==> src/rtl/mem_port_arbiter.sv <==
// mem_port_arbiter: shares one memory port between instruction fetch and the LSU; MEM_ARB_ROUND_ROBIN_EN enables round-robin tie-breaking
module mem_port_arbiter #(
    parameter int ADDR_W   = 32,
    parameter int DATA_W   = 32,
    parameter int BUNDLE_W = 128
) (
    input  logic                clk,
    input  logic                rst,
    input  logic                if_req,
    input  logic [ADDR_W-1:0]   if_addr,
    input  logic                if_squash,
    output logic                if_done,
    output logic [BUNDLE_W-1:0] if_bundle,
    input  logic                lsu_req,
    input  logic                lsu_we,
    input  logic [ADDR_W-1:0]   lsu_addr,
    input  logic [DATA_W-1:0]   lsu_wdata,
    output logic                lsu_done,
    output logic [DATA_W-1:0]   lsu_rdata,
    output logic                mem_req,
    output logic                mem_we,
    output logic [ADDR_W-1:0]   mem_addr,
    output logic [DATA_W-1:0]   mem_wdata,
    output logic                mem_is_fetch,
    input  logic                mem_ack,
    input  logic [BUNDLE_W-1:0] mem_rdata,
    output logic                busy
);
    typedef enum logic [1:0] {IDLE, ISSUE, WAIT, DONE} state_t;
    state_t state, state_nx;
    logic cmd_fetch, cmd_we, squashed, grant, pick_lsu;
    logic [ADDR_W-1:0] cmd_addr;
    logic [DATA_W-1:0] cmd_wdata;
    logic [BUNDLE_W-1:0] rdata_q;
    assign grant = if_req || lsu_req;
`ifdef MEM_ARB_ROUND_ROBIN_EN
    logic rr_lsu;
    assign pick_lsu = lsu_req && (!if_req || rr_lsu);
    // tie-break pointer: favour whichever requester was not granted last
    always_ff @(posedge clk) begin
        if (rst) rr_lsu <= 1'b1;
        else if (state == IDLE && grant) rr_lsu <= !pick_lsu;
    end
`else
    assign pick_lsu = lsu_req;
`endif
    // state register
    always_ff @(posedge clk) begin
        state <= rst ? IDLE : state_nx;
    end
    // next state and strobes; a squash seen in the done cycle itself also cancels delivery
    always_comb begin
        state_nx = state;
        case (state)
            IDLE:    state_nx = grant ? ISSUE : IDLE;
            ISSUE:   state_nx = WAIT;
            WAIT:    state_nx = mem_ack ? DONE : WAIT;
            default: state_nx = IDLE;
        endcase
        mem_req  = state == ISSUE;
        busy     = state != IDLE;
        if_done  = state == DONE && cmd_fetch && !squashed && !if_squash;
        lsu_done = state == DONE && !cmd_fetch;
    end
    // command latch at grant, squash tracking, read data capture on ack
    always_ff @(posedge clk) begin
        if (rst) begin
            cmd_fetch <= 1'b0;
            cmd_we    <= 1'b0;
            cmd_addr  <= '0;
            cmd_wdata <= '0;
            squashed  <= 1'b0;
            rdata_q   <= '0;
        end else begin
            if (state == IDLE && grant) begin
                cmd_fetch <= !pick_lsu;
                cmd_we    <= pick_lsu && lsu_we;
                cmd_addr  <= pick_lsu ? lsu_addr : if_addr;
                cmd_wdata <= pick_lsu ? lsu_wdata : '0;
                squashed  <= 1'b0;
            end else if (state != IDLE && if_squash) begin
                squashed <= 1'b1;
            end
            if (state == WAIT && mem_ack) rdata_q <= mem_rdata;
        end
    end
    assign mem_we       = cmd_we;
    assign mem_addr     = cmd_addr;
    assign mem_wdata    = cmd_wdata;
    assign mem_is_fetch = cmd_fetch;
    assign if_bundle    = rdata_q;
    assign lsu_rdata    = rdata_q[DATA_W-1:0];
endmodule

==> config.mk <==
export PLATFORM = sky130hd
export DESIGN_NAME = mem_port_arbiter
export DESIGN_NICKNAME = d
export VERILOG_FILES = /design/src/rtl/mem_port_arbiter.sv
export SDC_FILE = /design/constraint.sdc
export NUM_CORES = 1
export LEC_CHECK = 0
export CAP_MARGIN = 10
export CORE_AREA = 2 2 181 183
export DETAILED_ROUTE_END_ITERATION = 8
export DIE_AREA = 0 0 183 185
export GPL_TIMING_DRIVEN = 0
export SLEW_MARGIN = 20
export SYNTH_ARGS = -nofsm -noshare
export SYNTH_HDL_FRONTEND = slang
export SYNTH_SLANG_ARGS = --single-unit
==> constraint.sdc <==
create_clock -name clk -period 3.1 [get_ports clk]
set_input_delay 0.31 -clock clk [delete_from_list [all_inputs] [get_ports clk]]
set_output_delay 0.31 -clock clk [all_outputs]
set_load 0.01 [all_outputs]
==> results.cfg, run 1 <==
[timing]
timing.final.max_slew_violations = 0
layout_skew_ps = 16.72
maxClockFrequency_ghz = 0.4585
holdWs_ps = 315.5
finalSetupTns_ps = 0
slew_headroom = 0.6051
fin_crit_sh = 0.7035
hold_viol = 0
worstMarginPinSlew_ps = 592.3
fin_crit_ps = 2181
setup_violations = 0
rsz0062_at_grt = no

[hold_path]
min_path_type = input pin to flop
hold_start = lsu_req

[power]
pwr-share-comb = 0.302
power_per_cell_area_nw_per_um2 = 503.4
p_sw_mw = 2.246
net_switching_fraction_of_the_power = 0.3060
leakage_nw = 5.386
power_report.internal_total_mw = 5.092
ir_worst_vdd_mv = 0.3620
p_seq_frac = 0.398
pwr-share-clk = 0.300

[detailed_routing]
post-route-drc-count = 0
detailedRoute.firstIterationViolations = 362
routed_wirelength_um = 34740
antenna_violating_nets_post_route = 0
viasPerCell = 4.773
firstDrtPassIters = 5
post_drt_wl_per_cell_um = 19.70
dr_total_vias = 8420

[critical_path]
worstSetupPathType = flop to primary output
cp_slowest_cell = sky130_fd_sc_hd__clkdlybuf4s50_1
startpoint = state[0]$_SDFF_PP0_
maximum_fanout_along_the_worst_path = 8
worst-endpoint-arrival_ps = 1870
crit_path_start_kind = flop
timing.critical_path.mode_cell = sky130_fd_sc_hd__inv_1
timing.critical_path.required_ps = 2790
capturing_element_type_of_the_critical_path = primary output
buf_inv_stages_crit_path = 4
timing.critical_path.max_delay_family = buffers and inverters
reg2reg_from = state[0]$_SDFF_PP0_
cpPeakStageDelay_ps = 560
path_cells = inv_1, ha_1, buf_6, inv_1, clkdlybuf4s50_1

[final_layout]
filler_cell_count = 3095
final_design_area_no_fill_um2 = 14570
mostFrequentLayoutCells = sky130_fd_sc_hd__clkdlybuf4s50_1, sky130_fd_sc_hd__dfxtp_1, sky130_fd_sc_hd__a21oi_1
syn_to_final_growth_pct = 63.48
drive_above_1_share = 0.1558
layout.cells.most_common = sky130_fd_sc_hd__clkdlybuf4s50_1
layout.nets = 1578

[synth]
synth_seq_cells = 197
synth.lib_cells_used.distinct = 25
synth_seq_area_share = 0.4424
synth-async-reset-ratio = 0
postSynthNetCount = 1101
synth_area_per_cell_um2 = 10.31
synth-edff-count = 0
post_synth_inst_count = 865
dominantRegCellSynth = sky130_fd_sc_hd__dfxtp_1
mappedNetlistArea_um2 = 8915
ys_warnings = 0

[grt]
grt_start_max_net_pins = 17
grt_util_all_layers = 0.1991
grt_pass1_vias = 8524
grt_first_pass_wirelength_um = 51320
antenna_found_initial = 3
grt_overflow_total = 0

[placement]
post-dp-hpwl_um = 26520
place_area_um2 = 14010
placer_congestion = 0.8173
port_buffers = 458

[die]
placeableCoreArea_um2 = 32040
die_area_um2 = 33860
initial_cell_density_of_the_core = 0.2782
die_y_um = 185
rows = 66
io_pins = 461
overall_die_width_um = 183

[cts]
post-cts-setup-buffer-count = 0
clk_root_buffer_cell = sky130_fd_sc_hd__clkbuf_16
clk_pin_slew_worst_paths_ps = 80
clock_insertion_delay_at_the_later_pin_of_the_skew_report_ps = 440
clock_sink_count = 197
postCtsResizedCells = 0
ctsHtreeMaxLevel = 4
cts-buffers-inserted = 17
post_cts_hold_buffer_count = 0
clockBufferDepth = 2
cts_tree = yes

[job]
max_cap_violations = 0

[status]
result_of_the_run = completed
-- cell type report --
| type | instances | area, um2 | area share |
|---|---|---|---|
| inverter | 4 | 15.01 | 0.001030 |
| clock inverter | 11 | 102.6 | 0.007040 |
| antenna | 2 | 5.005 | 0.0003434 |
| multi-input combinational | 532 | 4089 | 0.2806 |
| clock buffer | 20 | 456.7 | 0.03134 |
| buffer | 132 | 867.1 | 0.05950 |
| sequential | 197 | 3944 | 0.2706 |
| timing repair buffer | 458 | 4584 | 0.3146 |
| tap | 408 | 510.5 | 0.03503 |
-- worst register-to-register path: stages, from the launching register on --
cell                      delay, ps
sky130_fd_sc_hd__dfxtp_1        390
sky130_fd_sc_hd__inv_1           90
sky130_fd_sc_hd__ha_1           190
sky130_fd_sc_hd__buf_2          160
sky130_fd_sc_hd__buf_4          210
sky130_fd_sc_hd__buf_2          220
sky130_fd_sc_hd__a21bo_1        190
sky130_fd_sc_hd__a21oi_1        150
-- power groups by stage --
stage	Combinational (mW)	Clock, mW	Sequential [mW]
2_1_floorplan	0.997	0	3.04
6_report	2.22	2.20	2.92
5_1_grt	2.38	2.38	2.95
3_3_place_gp	2.23	0	2.97
4_1_cts	2.25	2.28	2.92
3_5_place_dp	2.23	0	2.97
-- registers in the layout (all words and copies together) (netlist names) --
register	count
if_bundle	128
squashed	1
mem_we	1
state	2
mem_addr	32
mem_is_fetch	1
mem_wdata	32
-- path summary, 6_finish.rpt --
path,to,slack [ps],cells past startpoint
hold / removal,mem_addr[10]$_SDFFE_PP0P_,320,3
hold reg to reg,mem_wdata[26]$_SDFFE_PP0P_,490,1
setup / recovery,busy,920,5
setup reg to reg,if_bundle[33]$_SDFFE_PP0P_,1440,7
-- cells by family after synthesis --
family | synth area share
AND/OR/NAND/NOR | 0.1004
buffers and inverters | 0.09895
AO/OA/AOI/OAI | 0.3154
flip-flops | 0.4424
adder cells (fa/ha/maj) | 0.007018
multiplexers | 0.03593
-- Yosys cell counts (2+ instances only) --
cell type                  count  area [um2]
sky130_fd_sc_hd__a211oi_1      2       15.01
sky130_fd_sc_hd__dfxtp_1     197        3944
sky130_fd_sc_hd__nor2b_1       3       18.77
sky130_fd_sc_hd__a32o_1       33       330.3
sky130_fd_sc_hd__clkbuf_1      9       33.78
sky130_fd_sc_hd__a21bo_2      26       260.3
sky130_fd_sc_hd__o32ai_2      30       488.0
sky130_fd_sc_hd__ha_1          5       62.56
sky130_fd_sc_hd__a21oi_1     129       645.6
sky130_fd_sc_hd__mux2i_1      32       320.3
sky130_fd_sc_hd__o32ai_1       2       17.52
sky130_fd_sc_hd__buf_6        18       202.7
sky130_fd_sc_hd__nand2b_1     33       206.5
sky130_fd_sc_hd__buf_2        63       315.3
sky130_fd_sc_hd__a21bo_1     102        1021
sky130_fd_sc_hd__buf_4        42       315.3
sky130_fd_sc_hd__nand3_1     128       640.6
sky130_fd_sc_hd__inv_1         4       15.01
-- through the flow --
| stage | setup slack (ps) | instances | total power [mW] | util |
|---|---|---|---|---|
| after floorplan | 1629 | 865 | 4.041 | - |
| after global placement | 1162 | 1731 | 5.199 | 0.4372 |
| after detailed placement | 1128 | 1731 | 5.208 | 0.4372 |
| after CTS | 857.3 | 1762 | 7.448 | 0.4547 |
| after global routing | 799.5 | 1763 | 7.713 | 0.4548 |
| final | 919.1 | 1764 | 7.337 | 0.4549 |
-- metal layers --
metal	global-route usage	vias to the layer above	wire [um]
met5	0	-	13
met2	0.3427	307	17170
met3	0.05132	32	2234
met1	0.2445	3993	14630
met4	0.05920	2	699
li1	-	4086	-
No activity file was read; power rests on OpenSTA's default activity.
==> inputs of run 2 (changes only) <==
Clock period 3.1 ns to 1.9 ns, I/O delays scaled along.
==> results.cfg, run 2 (same netlist as run 1, synthesis figures left out) <==
[timing]
worstMarginPinSlew_ps = 591.7
finalSetupTns_ps = 0
maxClockFrequency_ghz = 0.5594
fin_crit_ps = 1788
setup_violations = 0
slew_headroom = 0.6055
hold_viol = 0
rsz0062_at_grt = no
holdWs_ps = 194.0
timing.final.max_slew_violations = 0
layout_skew_ps = 16.63
fin_crit_sh = 0.9408

[grt]
grt_util_all_layers = 0.1991
grt_first_pass_wirelength_um = 51320
antenna_found_initial = 3
grt_start_max_net_pins = 17
grt_overflow_total = 0
grt_pass1_vias = 8524

[cts]
post_cts_hold_buffer_count = 0
clk_root_buffer_cell = sky130_fd_sc_hd__clkbuf_16
clockBufferDepth = 2
clock_insertion_delay_at_the_later_pin_of_the_skew_report_ps = 440
cts-buffers-inserted = 17
clk_pin_slew_worst_paths_ps = 80
ctsHtreeMaxLevel = 4
cts_tree = yes
clock_sink_count = 197

[critical_path]
crit_path_start_kind = flop
worstSetupPathType = flop to primary output
capturing_element_type_of_the_critical_path = primary output
timing.critical_path.required_ps = 1710
worst-endpoint-arrival_ps = 1600
maximum_fanout_along_the_worst_path = 8

[status]
result_of_the_run = completed

[detailed_routing]
dr_total_vias = 8420
post-route-drc-count = 0
viasPerCell = 4.773
post_drt_wl_per_cell_um = 19.69
routed_wirelength_um = 34730
antenna_violating_nets_post_route = 0
detailedRoute.firstIterationViolations = 353
firstDrtPassIters = 4

[final_layout]
final_design_area_no_fill_um2 = 14570
filler_cell_count = 3093
multi_input_area_um2 = 4089
mostFrequentLayoutCells = sky130_fd_sc_hd__clkdlybuf4s50_1, sky130_fd_sc_hd__dfxtp_1, sky130_fd_sc_hd__a21oi_1
layout.nets = 1578
layout.cells.most_common = sky130_fd_sc_hd__clkdlybuf4s50_1
seqCellArea_um2 = 3944
drive_above_1_share = 0.1558
final_core_util = 0.4548
syn_to_final_growth_pct = 63.47
flip_flop_count_of_the_largest_register_all_copies_and_words_added = 128

[job]
max_cap_violations = 0

[power]
ir_worst_vdd_mv = 0.5921
total_power_mw = 11.96
leakage_nw = 5.412
power_per_cell_area_nw_per_um2 = 820.9

[placement]
post-dp-hpwl_um = 26520
port_buffers = 458
placer_congestion = 0.8173
place_area_um2 = 14010

[die]
placeableCoreArea_um2 = 32040
rows = 66
die_y_um = 185
overall_die_width_um = 183
die_area_um2 = 33860
initial_cell_density_of_the_core = 0.2782
io_pins = 461

[hold_path]
min_path_type = input pin to flop
-- run 2: repair_timing --
item | CTS | global route
endpoints found under the setup margin | 3 | 1
buffers inserted | 0 | 0
resized for setup | 3 | 1
-- run 2: power by group --
part	leakage [nW]	switching, mW	total, mW	internal (mW)
sequential	1.60	0.249	4.76	4.51
clock	0.269	1.71	3.59	1.88
combinational	3.54	1.70	3.61	1.91
-- run 2: critical path: stages, from the launching register on --
cell and delay (ps):
sky130_fd_sc_hd__dfxtp_1 390, sky130_fd_sc_hd__inv_1 90, sky130_fd_sc_hd__ha_1 210, sky130_fd_sc_hd__buf_6 140, sky130_fd_sc_hd__inv_1 50, sky130_fd_sc_hd__dlygate4sd2_1 290
-- run 2: metrics by stage --
stage	setup slack (ps)	cells
floorplan	428.7	865
global placement	81.71	1731
detailed placement	47.79	1731
CTS	38.87	1762
global route	13.65	1763
finish	112.4	1764
-- run 2: path summary, 6_finish.rpt --
path,end,depth (start not counted),slack [ps],start
hold / removal,mem_addr[10]$_SDFFE_PP0P_,3,190,lsu_req
setup / recovery,busy,5,110,state[0]$_SDFF_PP0_
hold reg to reg,mem_wdata[26]$_SDFFE_PP0P_,1,500,mem_wdata[26]$_SDFFE_PP0P_
setup reg to reg,if_bundle[33]$_SDFFE_PP0P_,7,250,state[0]$_SDFF_PP0_
-- run 2: routing by layer --
layer	routed length (um)	part of all wire	GRT usage
met3	2146	0.062	0.05132
met1	14690	0.42	0.2445
met5	13	0.00037	0
met4	692	0.020	0.05920
met2	17180	0.49	0.3427
-- run 2: cell type report --
| type | count | area share |
|---|---|---|
| Inverter | 4 | 0.001030 |
| Multi-Input combinational cell | 532 | 0.2806 |
| Clock buffer | 20 | 0.03134 |
| Sequential cell | 197 | 0.2706 |
| Antenna cell | 2 | 0.0003434 |
| Buffer | 132 | 0.05950 |
| Timing Repair Buffer | 458 | 0.3145 |
| Tap cell | 408 | 0.03503 |
| Clock inverter | 11 | 0.007040 |
